### config.mk
export PLATFORM = sky130hd
export DESIGN_NAME = cia_sdr_sequencer
export DESIGN_NICKNAME = d
export VERILOG_FILES = /design/src/rtl/cia_pkg.sv /design/src/rtl/cia_seq_fifo.sv /design/src/rtl/cia_sdr_sequencer.sv
export SDC_FILE = /design/constraint.sdc
export NUM_CORES = 1
export LEC_CHECK = 0
export CORE_ASPECT_RATIO = 0.7
export CORE_MARGIN = 8
export CORE_UTILIZATION = 46
export DETAILED_ROUTE_END_ITERATION = 8
export GPL_TIMING_DRIVEN = 0
export HOLD_SLACK_MARGIN = 0.1
export PLACE_DENSITY = 0.86
export SETUP_SLACK_MARGIN = 0.02
export SLEW_MARGIN = 20
export SYNTH_ARGS = -nofsm -noshare
export SYNTH_HDL_FRONTEND = slang
export SYNTH_SLANG_ARGS = --single-unit
export TNS_END_PERCENT = 50
### constraint.sdc
create_clock -name clk -period 2.3 [get_ports clk]
set_input_delay 0.23 -clock clk [delete_from_list [all_inputs] [get_ports clk]]
set_output_delay 0.23 -clock clk [all_outputs]
set_load 0.05 [all_outputs]
### src/rtl/cia_pkg.sv
// cia_pkg: shared CIA register types, SDR address and sequencer state encoding
package cia_pkg;
  typedef logic [3:0] reg4_t;
  typedef logic [7:0] reg8_t;
  localparam reg4_t SDR_ADDR = 4'hC;
  typedef enum logic {SEQ_IDLE, SEQ_ISSUE} seq_state_t;
endpackage

### src/rtl/cia_seq_fifo.sv
// cia_seq_fifo: 8-bit synchronous FIFO, valid/ready on both sides, power-of-2 depth
module cia_seq_fifo
  import cia_pkg::*;
#(
  parameter int DEPTH = 4
) (
  input  logic       clk,
  input  logic       res_n,
  input  logic       in_valid,
  input  logic [7:0] in_data,
  output logic       in_ready,
  output logic       out_valid,
  output logic [7:0] out_data,
  input  logic       out_ready
);
  localparam int AW = $clog2(DEPTH);
  reg8_t mem [DEPTH];
  logic [AW-1:0] wp, rp;
  logic [AW:0] cnt;
  logic push, pop;
  assign in_ready = cnt != (AW+1)'(DEPTH);
  assign out_valid = cnt != '0;
  assign out_data = mem[rp];
  assign push = in_valid & in_ready;
  assign pop = out_ready & out_valid;
  always_ff @(posedge clk or negedge res_n) begin
    if (!res_n) begin
      wp <= '0;
      rp <= '0;
      cnt <= '0;
    end else begin
      wp <= wp + AW'(push);
      rp <= rp + AW'(pop);
      cnt <= cnt + (AW+1)'(push) - (AW+1)'(pop);
    end
  end
  always_ff @(posedge clk) begin
    if (push) mem[wp] <= in_data;
  end
endmodule

### src/rtl/cia_sdr_sequencer.sv
// cia_sdr_sequencer: streams host bytes into SDR in free write slots; CPU always wins the port.
// Optional RX capture FIFO built when CIA_SEQ_RX_EN is defined.
module cia_sdr_sequencer
  import cia_pkg::*;
#(
  parameter int TXDEPTH = 4,
  parameter int RXDEPTH = 4
) (
  input  logic       clk,
  input  logic       res_n,
  input  logic       phi2_dn,
  input  logic       cpu_we,
  input  logic [3:0] cpu_addr,
  input  logic [7:0] cpu_data,
  input  logic       txmode,
  input  logic       sp_int,
  input  logic [7:0] sdr,
  output logic       we,
  output logic [3:0] addr,
  output logic [7:0] data,
  input  logic       tx_valid,
  input  logic [7:0] tx_data,
  output logic       tx_ready,
  output logic       rx_valid,
  output logic [7:0] rx_data,
  input  logic       rx_ready,
  output logic       busy,
  output logic [2:0] stat
);
  seq_state_t state, state_nx;
  logic [1:0] inflight, inflight_nx;
  logic txmode_prev, sp_int_prev, mode_chg, sp_edge;
  logic seq_wr, cpu_sdr_wr, inc, dec;
  logic tx_nempty, tx_unused, cpu_sdr_hit, rx_flag;
  reg8_t tx_head;
  reg4_t cpu_a;
  assign cpu_a = cpu_addr;
  assign mode_chg = txmode ^ txmode_prev;
  assign sp_edge = sp_int & ~sp_int_prev;
  assign seq_wr = (state == SEQ_ISSUE) & phi2_dn & ~cpu_we & txmode;
  assign cpu_sdr_wr = cpu_we & (cpu_a == SDR_ADDR) & txmode;
  assign inc = seq_wr | cpu_sdr_wr;
  assign dec = sp_edge & txmode;
  assign we = cpu_we | seq_wr;
  assign addr = seq_wr ? SDR_ADDR : cpu_a;
  assign data = seq_wr ? tx_head : cpu_data;
  assign busy = tx_nempty | (inflight != 2'd0);
  assign stat = {rx_flag, cpu_sdr_hit, tx_unused};
  cia_seq_fifo #(.DEPTH(TXDEPTH)) u_tx (
    .clk(clk), .res_n(res_n),
    .in_valid(tx_valid), .in_data(tx_data), .in_ready(tx_ready),
    .out_valid(tx_nempty), .out_data(tx_head), .out_ready(seq_wr)
  );
  always_comb begin
    inflight_nx = mode_chg ? 2'd0 :
                  (inc & ~dec) ? ((inflight == 2'd2) ? 2'd2 : inflight + 2'd1) :
                  (dec & ~inc & (inflight != 2'd0)) ? inflight - 2'd1 : inflight;
    state_nx = (mode_chg | ~txmode) ? SEQ_IDLE :
               (state == SEQ_IDLE) ? ((tx_nempty & (inflight < 2'd2)) ? SEQ_ISSUE : SEQ_IDLE) :
               (seq_wr ? SEQ_IDLE : SEQ_ISSUE);
  end
  always_ff @(posedge clk or negedge res_n) begin
    if (!res_n) begin
      state <= SEQ_IDLE;
      inflight <= 2'd0;
      txmode_prev <= 1'b0;
      sp_int_prev <= 1'b0;
      tx_unused <= 1'b0;
      cpu_sdr_hit <= 1'b0;
    end else begin
      state <= state_nx;
      inflight <= inflight_nx;
      txmode_prev <= txmode;
      sp_int_prev <= sp_int;
      tx_unused <= tx_unused | (dec & (inflight == 2'd0));
      cpu_sdr_hit <= cpu_sdr_hit | cpu_sdr_wr;
    end
  end
`ifdef CIA_SEQ_RX_EN
  logic rx_pend, rx_cap, rx_push, rx_in_ready;
  assign rx_push = rx_cap & ~mode_chg;
  cia_seq_fifo #(.DEPTH(RXDEPTH)) u_rx (
    .clk(clk), .res_n(res_n),
    .in_valid(rx_push), .in_data(sdr), .in_ready(rx_in_ready),
    .out_valid(rx_valid), .out_data(rx_data), .out_ready(rx_ready)
  );
  // SDR holds the received byte one clk after the phi2_dn that follows the shift-done edge
  always_ff @(posedge clk or negedge res_n) begin
    if (!res_n) begin
      rx_pend <= 1'b0;
      rx_cap <= 1'b0;
      rx_flag <= 1'b0;
    end else begin
      rx_pend <= ~mode_chg & ((rx_pend & ~phi2_dn) | (sp_edge & ~txmode));
      rx_cap <= ~mode_chg & rx_pend & phi2_dn;
      rx_flag <= rx_flag | (rx_push & ~rx_in_ready);
    end
  end
`else
  localparam int unused_rxdepth = RXDEPTH;
  logic unused_rx;
  assign unused_rx = ^{rx_ready, sdr};
  assign rx_valid = 1'b0;
  assign rx_data = 8'h00;
  assign rx_flag = 1'b0;
`endif
endmodule

==> results_dict.tcl <==
set metrics [dict create \
    clockBufferDepth 2 \
    synth_cell_types 36 \
    synth_top_family_by_area "multiplexers" \
    die-area_mm2 0.00699 \
    hold_path_class "in2reg" \
    cts_made_buffers 5 \
    grt_pass1_vias 1276 \
    clk_latency_ns 0.30 \
    avgRoutedWirePerCell_um 15.6 \
    layout_worst_path_cycle_share_pct 95.9 \
    ff2ff_setup_slack_ns 0.23 \
    ys.flop_type "edfxtp_1" \
    place_ws_ns -0.592 \
    drc 0 \
    rr_startpoint "u_tx.cnt[0]" \
    placed_cell_area_mm2 0.00263 \
    synthArstFlopShare_pct 30.4 \
    ys_ff_latch 46 \
    yosys.cell_count.top_type "edfxtp_1" \
    synth_top_area_cell "edfxtp_1" \
    endpoint "data[5]" \
    top_usage_layer "met2" \
    start_kind "flop" \
    outcome "finished clean" \
    rows 20 \
    port_buffers 43 \
    start_util_pct 48.0 \
    ios 63 \
    cellPowerDensity_mw_per_mm2 926 \
    area_growth_pct 29.0 \
    wirelength_mm 3.87 \
    netlist_top_cells_count "edfxtp_1, dfrtp_1, buf_4, nor2_1" \
    vias 1228 \
    dp_hpwl_mm 2.92 \
    synth_edf_count 32 \
    synth_xor_area_share_pct 2.10 \
    synth_compound_gate_area_share_pct 4.43 \
    synth_warnings 0 \
    peakVddDrop_uv 542 \
    required_ns 2.07 \
    relSlewSlack_pct 47.3 \
    arrival_ns 1.98 \
    drt_pass1_iterations 4 \
    synth-seq-area-share_pct 62.8 \
    grt_max_degree 15 \
    rsz0062_at_grt "yes" \
    core_mm2 0.00435 \
    vias_per_cell 4.95 \
    nets 233 \
    die_h_um 72.4 \
    clk_pin_slew_worst_paths_ns 0.08 \
    muxShareOfSynthArea_pct 13.7 \
    setup_viol 0 \
    tightest_slew_ns 0.788 \
    finalWeightedCongestion 0.782 \
    synth_area_leaders "edfxtp_1, dfrtp_1, mux4_2, buf_4, mux2_2" \
    synth_top_area_share_pct 46.0 \
    drv_cap 0 \
    crit_path_start "u_tx.rp[0]" \
    postCtsSetupBuffers 0 \
    p_leak_nw 1.08 \
    met2_usage_pct 17.9 \
    cts_tree "done" \
    synthCells 134 \
    cts_sinks 46 \
    cts_root_buf "clkbuf_8" \
    hold_viol 0 \
    globalRouteOverflowTotal 0 \
    met3_usage_pct 4.33 \
    antenna_found_initial 0 \
    avgSynthCellArea_um2 15.6 \
    design_area_mm2 0.00269 \
    synth_fa_ha_area_share_pct 3.36 \
    reg2reg_depth 4 \
    drive_gt1_share_pct 25.9 \
    antenna_cells 0 \
    r2r_end "u_tx.mem[1][2]" \
    drv_slew 0 \
    timing.fmax_mhz 453 \
    die-width_um 96.5 \
    grt_pass1_wl_mm 6.38 \
    met1_usage_pct 15.9 \
    critPathMaxFanout 10 \
    synth_area_mm2 0.00209 \
    finClkSkew_ns 0.00401 \
    min_period_ns 2.21 \
    ant_nets 0 \
    fin_ws_ns 0.0943 \
    synthSimpleGateAreaFrac_pct 7.85 \
    htree_levels 2 \
    endpoint_kind "output pin" \
    first_iter_violations 45 \
    groute.usage.overall_pct 12.2 \
    criticalPathCategory "reg2out" \
]
worst max-delay path, stage by stage (launching register included):
cell and delay (ns):
dfrtp_1 0.32, buf_4 0.21, mux4_2 0.54, mux2_2 0.27
clkdlybuf4s15_2 0.33
where the power goes:
part / total [W] / switching, W / leakage, nW / internal (W)
Combinational: 0.000821 / 0.000446 / 0.582 / 0.000375
Sequential: 0.00121 / 0.000121 / 0.458 / 0.00109
Clock: 0.000463 / 0.000254 / 0.0426 / 0.000209
worst min path at each step:
| stage | from | to | depth (start not counted) |
|---|---|---|---|
| CTS | res_n | u_tx.cnt[1] | 1 |
| detailed placement | tx_unused | tx_unused | 1 |
| global placement | tx_unused | tx_unused | 1 |
| floorplan | res_n | cpu_sdr_hit | 0 |
| global route | txmode | txmode_prev | 1 |
| finish | txmode | txmode_prev | 1 |
metrics by stage:
stage | setup TNS, ns | power [W] | utilization (%) | hold slack (ns) | instances
2_1_floorplan | 0 | 0.00181 | - | -0.0656 | 143
3_5_place_dp | -6.17 | 0.00207 | 60.3 | 0.457 | 241
4_1_cts | -0.00886 | 0.00252 | 62.3 | 0.346 | 248
6_report | 0 | 0.00250 | 61.9 | 0.223 | 248
5_1_grt | -0.0000644 | 0.00265 | 61.9 | 0.225 | 248
3_3_place_gp | -9.20 | 0.00203 | 60.2 | 0.442 | 241
final cells by class:
| cell class | instances | area [um2] |
|---|---|---|
| Timing Repair Buffer | 43 | 400 |
| Fill cell | 348 | 1660 |
| Buffer | 14 | 105 |
| Clock buffer | 6 | 72.6 |
| Clock inverter | 2 | 8.76 |
| Tap cell | 55 | 68.8 |
| Sequential cell | 46 | 1310 |
| Multi-Input combinational cell | 78 | 712 |
| Inverter | 4 | 15.0 |
sequential cells by signal, indices dropped and copies added, names as in the netlist, 2 cells and up:
| name | cells |
|---|---|
| u_tx.mem | 32 |
| u_tx.cnt | 3 |
| u_tx.rp | 2 |
| inflight | 2 |
| u_tx.wp | 2 |
kinds of logic after synthesis:
group,after synthesis
multiplexers,17
XOR/XNOR,5
AO/OA/AOI/OAI,10
other,1
adder cells (fa/ha/maj),5
flip-flops,46
AND/OR/NAND/NOR,31
buffers and inverters,19
cells in the final DEF (no fill, tap or decap), drive strengths merged:
master         Yosys  final
edfxtp            32     32
clkdlybuf4s50      0     29
buf               13     15
dfrtp             14     14
clkbuf             2     11
conb               1     10
nor2               9      9
mux2               9      9
mux4               8      8
nand2              7      7
inv                4      4
ha                 4      4
dlygate4sd2        0      4
nand2b             3      3
xnor2              3      3
nor3               3      3
clkdlybuf4s15      0      3
and2               2      2
xor2               2      2
clkinv             0      2
nand4b             1      1
a21boi             1      1
or3                1      1
and3               1      1
nor3b              1      1
o211a              1      1
and3b              1      1
a21o               1      1
nand4              1      1
o31ai              1      1
o31a               1      1
nand3b             1      1
a2111oi            1      1
o21ai              1      1
a21oi              1      1
o22a               1      1
a221oi             1      1
fa                 1      1
dlymetal6s2s       0      1
timing repair:
action | in CTS | in global routing
endpoints found under the setup margin | 14 | 14
hold buffers | 0 | 0
gates resized for setup | 26 | 14
routing by layer:
| layer | up-vias | share of wire, % |
|---|---|---|
| met2 | 46 | 44 |
| met5 | - | 0 |
| li1 | 594 | - |
| met1 | 583 | 44 |
| met3 | 5 | 10 |
| met4 | 0 | 1.6 |
No activity file was read; power rests on OpenSTA's default activity.
